## src/rtl/inst_fetch_ctrl.sv

```systemverilog
// rtl/inst_fetch_ctrl.sv - instruction fetch controller with flush-on-redirect
// Define FETCH_PREFETCH_EN for a 2-entry prefetch buffer (1-entry otherwise).
module inst_fetch_ctrl #(
  parameter logic [31:0] RESET_PC = 32'h0000_0000
) (
  input  logic        CLOCK,
  input  logic        RESET,
  output logic        MEM_REQ,
  output logic [31:0] MEM_ADDR,
  input  logic        MEM_ACK,
  input  logic [31:0] MEM_RDATA,
  output logic        INST_VALID,
  input  logic        INST_READY,
  output logic [31:0] INST,
  output logic [31:0] INST_PC,
  input  logic        REDIRECT,
  input  logic [31:0] REDIRECT_PC
);

`ifdef FETCH_PREFETCH_EN
  localparam int DEPTH = 2;
`else
  localparam int DEPTH = 1;
`endif
  localparam int CW = 2;
  localparam logic [CW-1:0] DEPTH_C = CW'(DEPTH);

  typedef enum logic [1:0] {IDLE, FETCH, FLUSH} state_t;

  state_t        state;
  logic [31:0]   fpc;
  logic [CW-1:0] count;
  logic [31:0]   word_q [DEPTH];
  logic [31:0]   pc_q   [DEPTH];

  logic [31:0]   redirect_tgt;
  logic [31:0]   fpc_inc;
  logic          wr_en;
  logic          pop;
  logic [CW-1:0] count_nxt;
  logic [CW-1:0] wr_idx;

  assign redirect_tgt = REDIRECT_PC & 32'hFFFF_FFFC;
  assign fpc_inc      = fpc + 32'd4;
  assign wr_en        = (state == FETCH) && MEM_ACK && !REDIRECT;
  assign pop          = INST_VALID && INST_READY;
  assign wr_idx       = count - CW'(pop);

  assign INST_VALID = (count != '0);
  assign INST       = word_q[0];
  assign INST_PC    = pc_q[0];

  // A redirect empties the buffer outright, overriding any pop or write.
  always_comb begin
    count_nxt = count + CW'(wr_en) - CW'(pop);
    if (REDIRECT) count_nxt = '0;
  end

  // Shift-down buffer: entry 0 is always the head presented to the core.
  always_ff @(posedge CLOCK or posedge RESET) begin
    if (RESET) begin
      for (int i = 0; i < DEPTH; i++) begin
        word_q[i] <= '0;
        pc_q[i]   <= '0;
      end
    end else if (!REDIRECT) begin
      for (int i = 0; i < DEPTH - 1; i++) begin
        if (pop) begin
          word_q[i] <= word_q[i+1];
          pc_q[i]   <= pc_q[i+1];
        end
      end
      for (int i = 0; i < DEPTH; i++) begin
        if (wr_en && (wr_idx == CW'(i))) begin
          word_q[i] <= MEM_RDATA;
          pc_q[i]   <= fpc;
        end
      end
    end
  end

  always_ff @(posedge CLOCK or posedge RESET) begin
    if (RESET) begin
      state    <= IDLE;
      fpc      <= RESET_PC & 32'hFFFF_FFFC;
      count    <= '0;
      MEM_REQ  <= 1'b0;
      MEM_ADDR <= '0;
    end else begin
      count <= count_nxt;
      case (state)
        IDLE: begin
          if (REDIRECT) begin
            fpc      <= redirect_tgt;
            state    <= FETCH;
            MEM_REQ  <= 1'b1;
            MEM_ADDR <= redirect_tgt;
          end else if (count < DEPTH_C) begin
            state    <= FETCH;
            MEM_REQ  <= 1'b1;
            MEM_ADDR <= fpc;
          end
        end
        FETCH: begin
          if (MEM_ACK) begin
            if (REDIRECT) begin
              fpc      <= redirect_tgt;
              MEM_ADDR <= redirect_tgt;
            end else begin
              fpc <= fpc_inc;
              if (count_nxt < DEPTH_C) begin
                MEM_ADDR <= fpc_inc;
              end else begin
                state   <= IDLE;
                MEM_REQ <= 1'b0;
              end
            end
          end else if (REDIRECT) begin
            // The bus request cannot be withdrawn; its data is dropped in FLUSH.
            fpc   <= redirect_tgt;
            state <= FLUSH;
          end
        end
        FLUSH: begin
          if (REDIRECT) fpc <= redirect_tgt;
          if (MEM_ACK) begin
            state    <= FETCH;
            MEM_ADDR <= REDIRECT ? redirect_tgt : fpc;
          end
        end
        default: begin
          state   <= IDLE;
          MEM_REQ <= 1'b0;
        end
      endcase
    end
  end

endmodule

```

## config.mk

```make
export PLATFORM = sky130hd
export DESIGN_NAME = inst_fetch_ctrl
export DESIGN_NICKNAME = d
export VERILOG_FILES = /design/src/rtl/inst_fetch_ctrl.sv
export SDC_FILE = /design/constraint.sdc
export NUM_CORES = 1
export LEC_CHECK = 0
export ABC_AREA = 0
export ABC_CLOCK_PERIOD_IN_PS = 8000
export BUFFER_PORTS_ARGS = -buffer_cell sky130_fd_sc_hd__buf_2
export CORE_MARGIN = 1.5
export CORE_UTILIZATION = 58
export CTS_BUF_LIST = sky130_fd_sc_hd__clkbuf_8 sky130_fd_sc_hd__clkbuf_16
export DETAILED_ROUTE_END_ITERATION = 7
export GPL_TIMING_DRIVEN = 0
export PLACE_DENSITY_LB_ADDON = 0.1
export SKIP_LAST_GASP = 1
export SLEW_MARGIN = 10
export SYNTH_ARGS = -nofsm -noshare
export SYNTH_HDL_FRONTEND = slang
export SYNTH_SLANG_ARGS = --single-unit
export TNS_END_PERCENT = 100
```

## constraint.sdc

```tcl
create_clock -name CLOCK -period 8 [get_ports CLOCK]
set_clock_uncertainty 0.2 [all_clocks]
set_input_delay 0.8 -clock CLOCK [delete_from_list [all_inputs] [get_ports CLOCK]]
set_output_delay 0.8 -clock CLOCK [all_outputs]
set_load 0.005 [all_outputs]
```

==> run_results.csv <==
group,metric,value,unit
sta,tightest_slew,0.999,ns
worst_setup_path,cp.required,8.09,ns
worst_setup_path,cp-start-kind,"input port",
finish,synthToLayoutAreaGrowth,23.2,%
job,cap_violations,0,
detailed_routing,drt_iter0_markers,585,
worst_hold_path,holdCritPathClass,"in -> async",
power_and_ir_drop,p_total,0.00309,W
die,num_rows,39,
clocking,cts_sinks,133,
logic_synthesis,yosys_register_bits,133,
worst_setup_path,cp_max_fo,10,
sta,maxSlewViolCount,0,
worst_setup_path,end_kind,"flip-flop",
clocking,cts_tree,"yes",
logic_synthesis,synthTopCellsByArea,"dfrtp_1, mux2_2, a21oi_1, nand2_1, o21ai_0",
die,die_y,113,um
logic_synthesis,syn_inst,676,
detailed_routing,vias_per_cell,6.35,
logic_synthesis,synth_top_cell_by_area,"dfrtp_1",
logic_synthesis,yosys_warnings,0,
grt,grtUsageTotal,0.368,
place,port_buffers,164,
sta,min_period,3.41,ns
die,die_x,113,um
grt,antenna_found_initial,0,
logic_synthesis,synth_nets,748,
clocking,htreeDepth,4,
run_status,status,"completed",
sta,fin_crit_sh,0.426,
detailed_routing,wl_per_cell,21.9,um
worst_setup_path,cp-startpoint,"REDIRECT",
logic_synthesis,synth_common_cells,"dfrtp_1, mux2_2, nand2_1",
detailed_routing,drc,0,
clocking,ctsLongestPathBuffers,2,
finish,post-route-util,0.742,
grt,overflow,0,
clocking,numCtsBuffers,17,
finish,nets,932,
clocking,clkSlewWorstSetupHoldPaths,0.06,ns
clocking,cts_resized,0,
logic_synthesis,synth-seq-area-share,0.478,
die,start_util,0.602,
place,post-dp-hpwl,15.7,mm
die,num_io_pins,167,
detailed_routing,finalWirelength,22.3,mm
clocking,root_buffer,"clkbuf_16",
logic_synthesis,synth_flop_cell,"dfrtp_1",
logic_synthesis,yosysMostFrequentCell,"dfrtp_1",
detailed_routing,drtPass1Iterations,5,
die,dieArea,0.0127,mm^2
logic_synthesis,syn_avg_cell_area,10.3,um^2
grt,grt_max_degree,90,
sta,setup_violations,0,
grt,grt_pass1_vias,6384,
grt,grt_pass1_wl,35.1,mm
finish,drive_above_1_share,0.352,
place,place_ws,4.22,ns
finish,antenna_cells,0,
clocking,post_cts_buffers,0,
sta,fmax,0.294,GHz
worst_setup_path,r2r-end,"MEM_ADDR[1]",
power_and_ir_drop,p_per_area,360,mW/mm^2
worst_setup_path,r2r_slack,4.60,ns
logic_synthesis,yosysTopAreaCellShare,0.478,
power_and_ir_drop,p_leak,3.82,nW
sta,final_hold_viol_count,0,
worst_setup_path,r2r_start,"state[1]",
clocking,clk_latency,0.42,ns
worst_setup_path,critPathArrivalTime,3.49,ns
sta,tns,0,ns
clocking,hold_buffers,0,
detailed_routing,ant_nets,0,
sta,rsz0062_at_grt,"false",
worst_setup_path,crit_type,"in -> reg",
logic_synthesis,synthArstFlopShare,1.00,
logic_synthesis,synth_edf_count,0,
power_and_ir_drop,max-vdd-ir-drop,0.000232,V
logic_synthesis,syn_area,0.00697,mm^2
logic_synthesis,ys_types,69,
detailed_routing,dr_total_vias,6447,
sta,layout_setup_ws,4.59,ns
sta,relSlewSlack,0.328,
worst_setup_path,reg2regPathDepth,14,
finish,final_cell_area,0.00858,mm^2
place,routabilityCongestion,0.928,
die,core,0.0116,mm^2
place,dpl_cell_area,0.00800,mm^2
## layer usage
layer / GRT usage / routed length [um]
met1: 0.481 / 8840
met3: 0.0729 / 1930
met2: 0.591 / 10800
met4: 0.178 / 742
met5: 0 / 0
## stage by stage
stage,std cells,hold slack (ns)
final,1016,0.196
after global routing,1016,0.231
after CTS,1016,0.204
after detailed placement,984,0.266
after global placement,983,0.258
after floorplan,676,0.273
## area by class of cell
cell class / count / area [um^2]
clock inverters: 13 / 133
clock buffers: 19 / 453
multi-input cells: 472 / 3290
well taps: 143 / 179
repair buffers: 165 / 848
inverters: 14 / 57.6
fillers: 833 / 2980
plain buffers: 57 / 299
flip-flops and latches: 133 / 3330
## worst max-delay path by stage
stage / to / slack, ns
floorplan: INST[0] / 3.45
global placement: MEM_ADDR[3] / 2.13
detailed placement: MEM_ADDR[23] / 4.22
CTS: MEM_ADDR[1] / 4.65
global route: MEM_ADDR[24] / 4.46
finish: MEM_ADDR[1] / 4.59
## layout by cell type (no fill, tap or decap), types with 11 or more instances in the layout
master | Yosys | layout
nand3_1 | 21 | 21
o21ai_0 | 42 | 42
xor2_1 | 11 | 11
nand2_1 | 59 | 59
dfrtp_1 | 133 | 133
a21oi_1 | 48 | 48
o31ai_1 | 13 | 13
inv_1 | 14 | 15
nand4_1 | 18 | 18
mux2_2 | 61 | 61
clkbuf_16 | 0 | 17
buf_2 | 17 | 181
clkbuf_1 | 25 | 25
nor2_1 | 42 | 42
## cells by family (layout without fill, tap and decap cells)
| family | count (synthesis) | count (layout) | synth area share |
|---|---|---|---|
| AO/OA/AOI/OAI | 177 | 177 | 0.167 |
| XOR/XNOR | 16 | 16 | 0.0221 |
| adder cells (fa/ha/maj) | 4 | 4 | 0.00683 |
| buffers and inverters | 71 | 268 | 0.0505 |
| flip-flops | 133 | 133 | 0.478 |
| multiplexers | 70 | 70 | 0.112 |
| AND/OR/NAND/NOR | 205 | 205 | 0.163 |
## where the power goes
group	total [W]	switching [W]	leakage [nW]	internal (W)
registers	0.00112	0.000164	1.58	0.000955
clock network	0.000777	0.000305	0.280	0.000473
logic	0.00119	0.000651	1.96	0.000541
## registers in the layout (all words and copies together), names as in the netlist
name	cells
state	2
MEM_REQ	1
MEM_ADDR	32
count	2
INST	32
INST_PC	32
fpc	32
## critical path, cell delays in order
cell      delay (ns)
buf_2           0.11
buf_2           0.20
nor2_2          0.19
nand2_1         0.15
ha_1            0.31
inv_1           0.04
ha_1            0.17
xnor3_1         0.24
nand2b_2        0.13
a311o_1         0.47
buf_2           0.25
buf_2           0.24
nand2_1         0.10
o21ai_0         0.09
(Power assumes the default switching activity.)
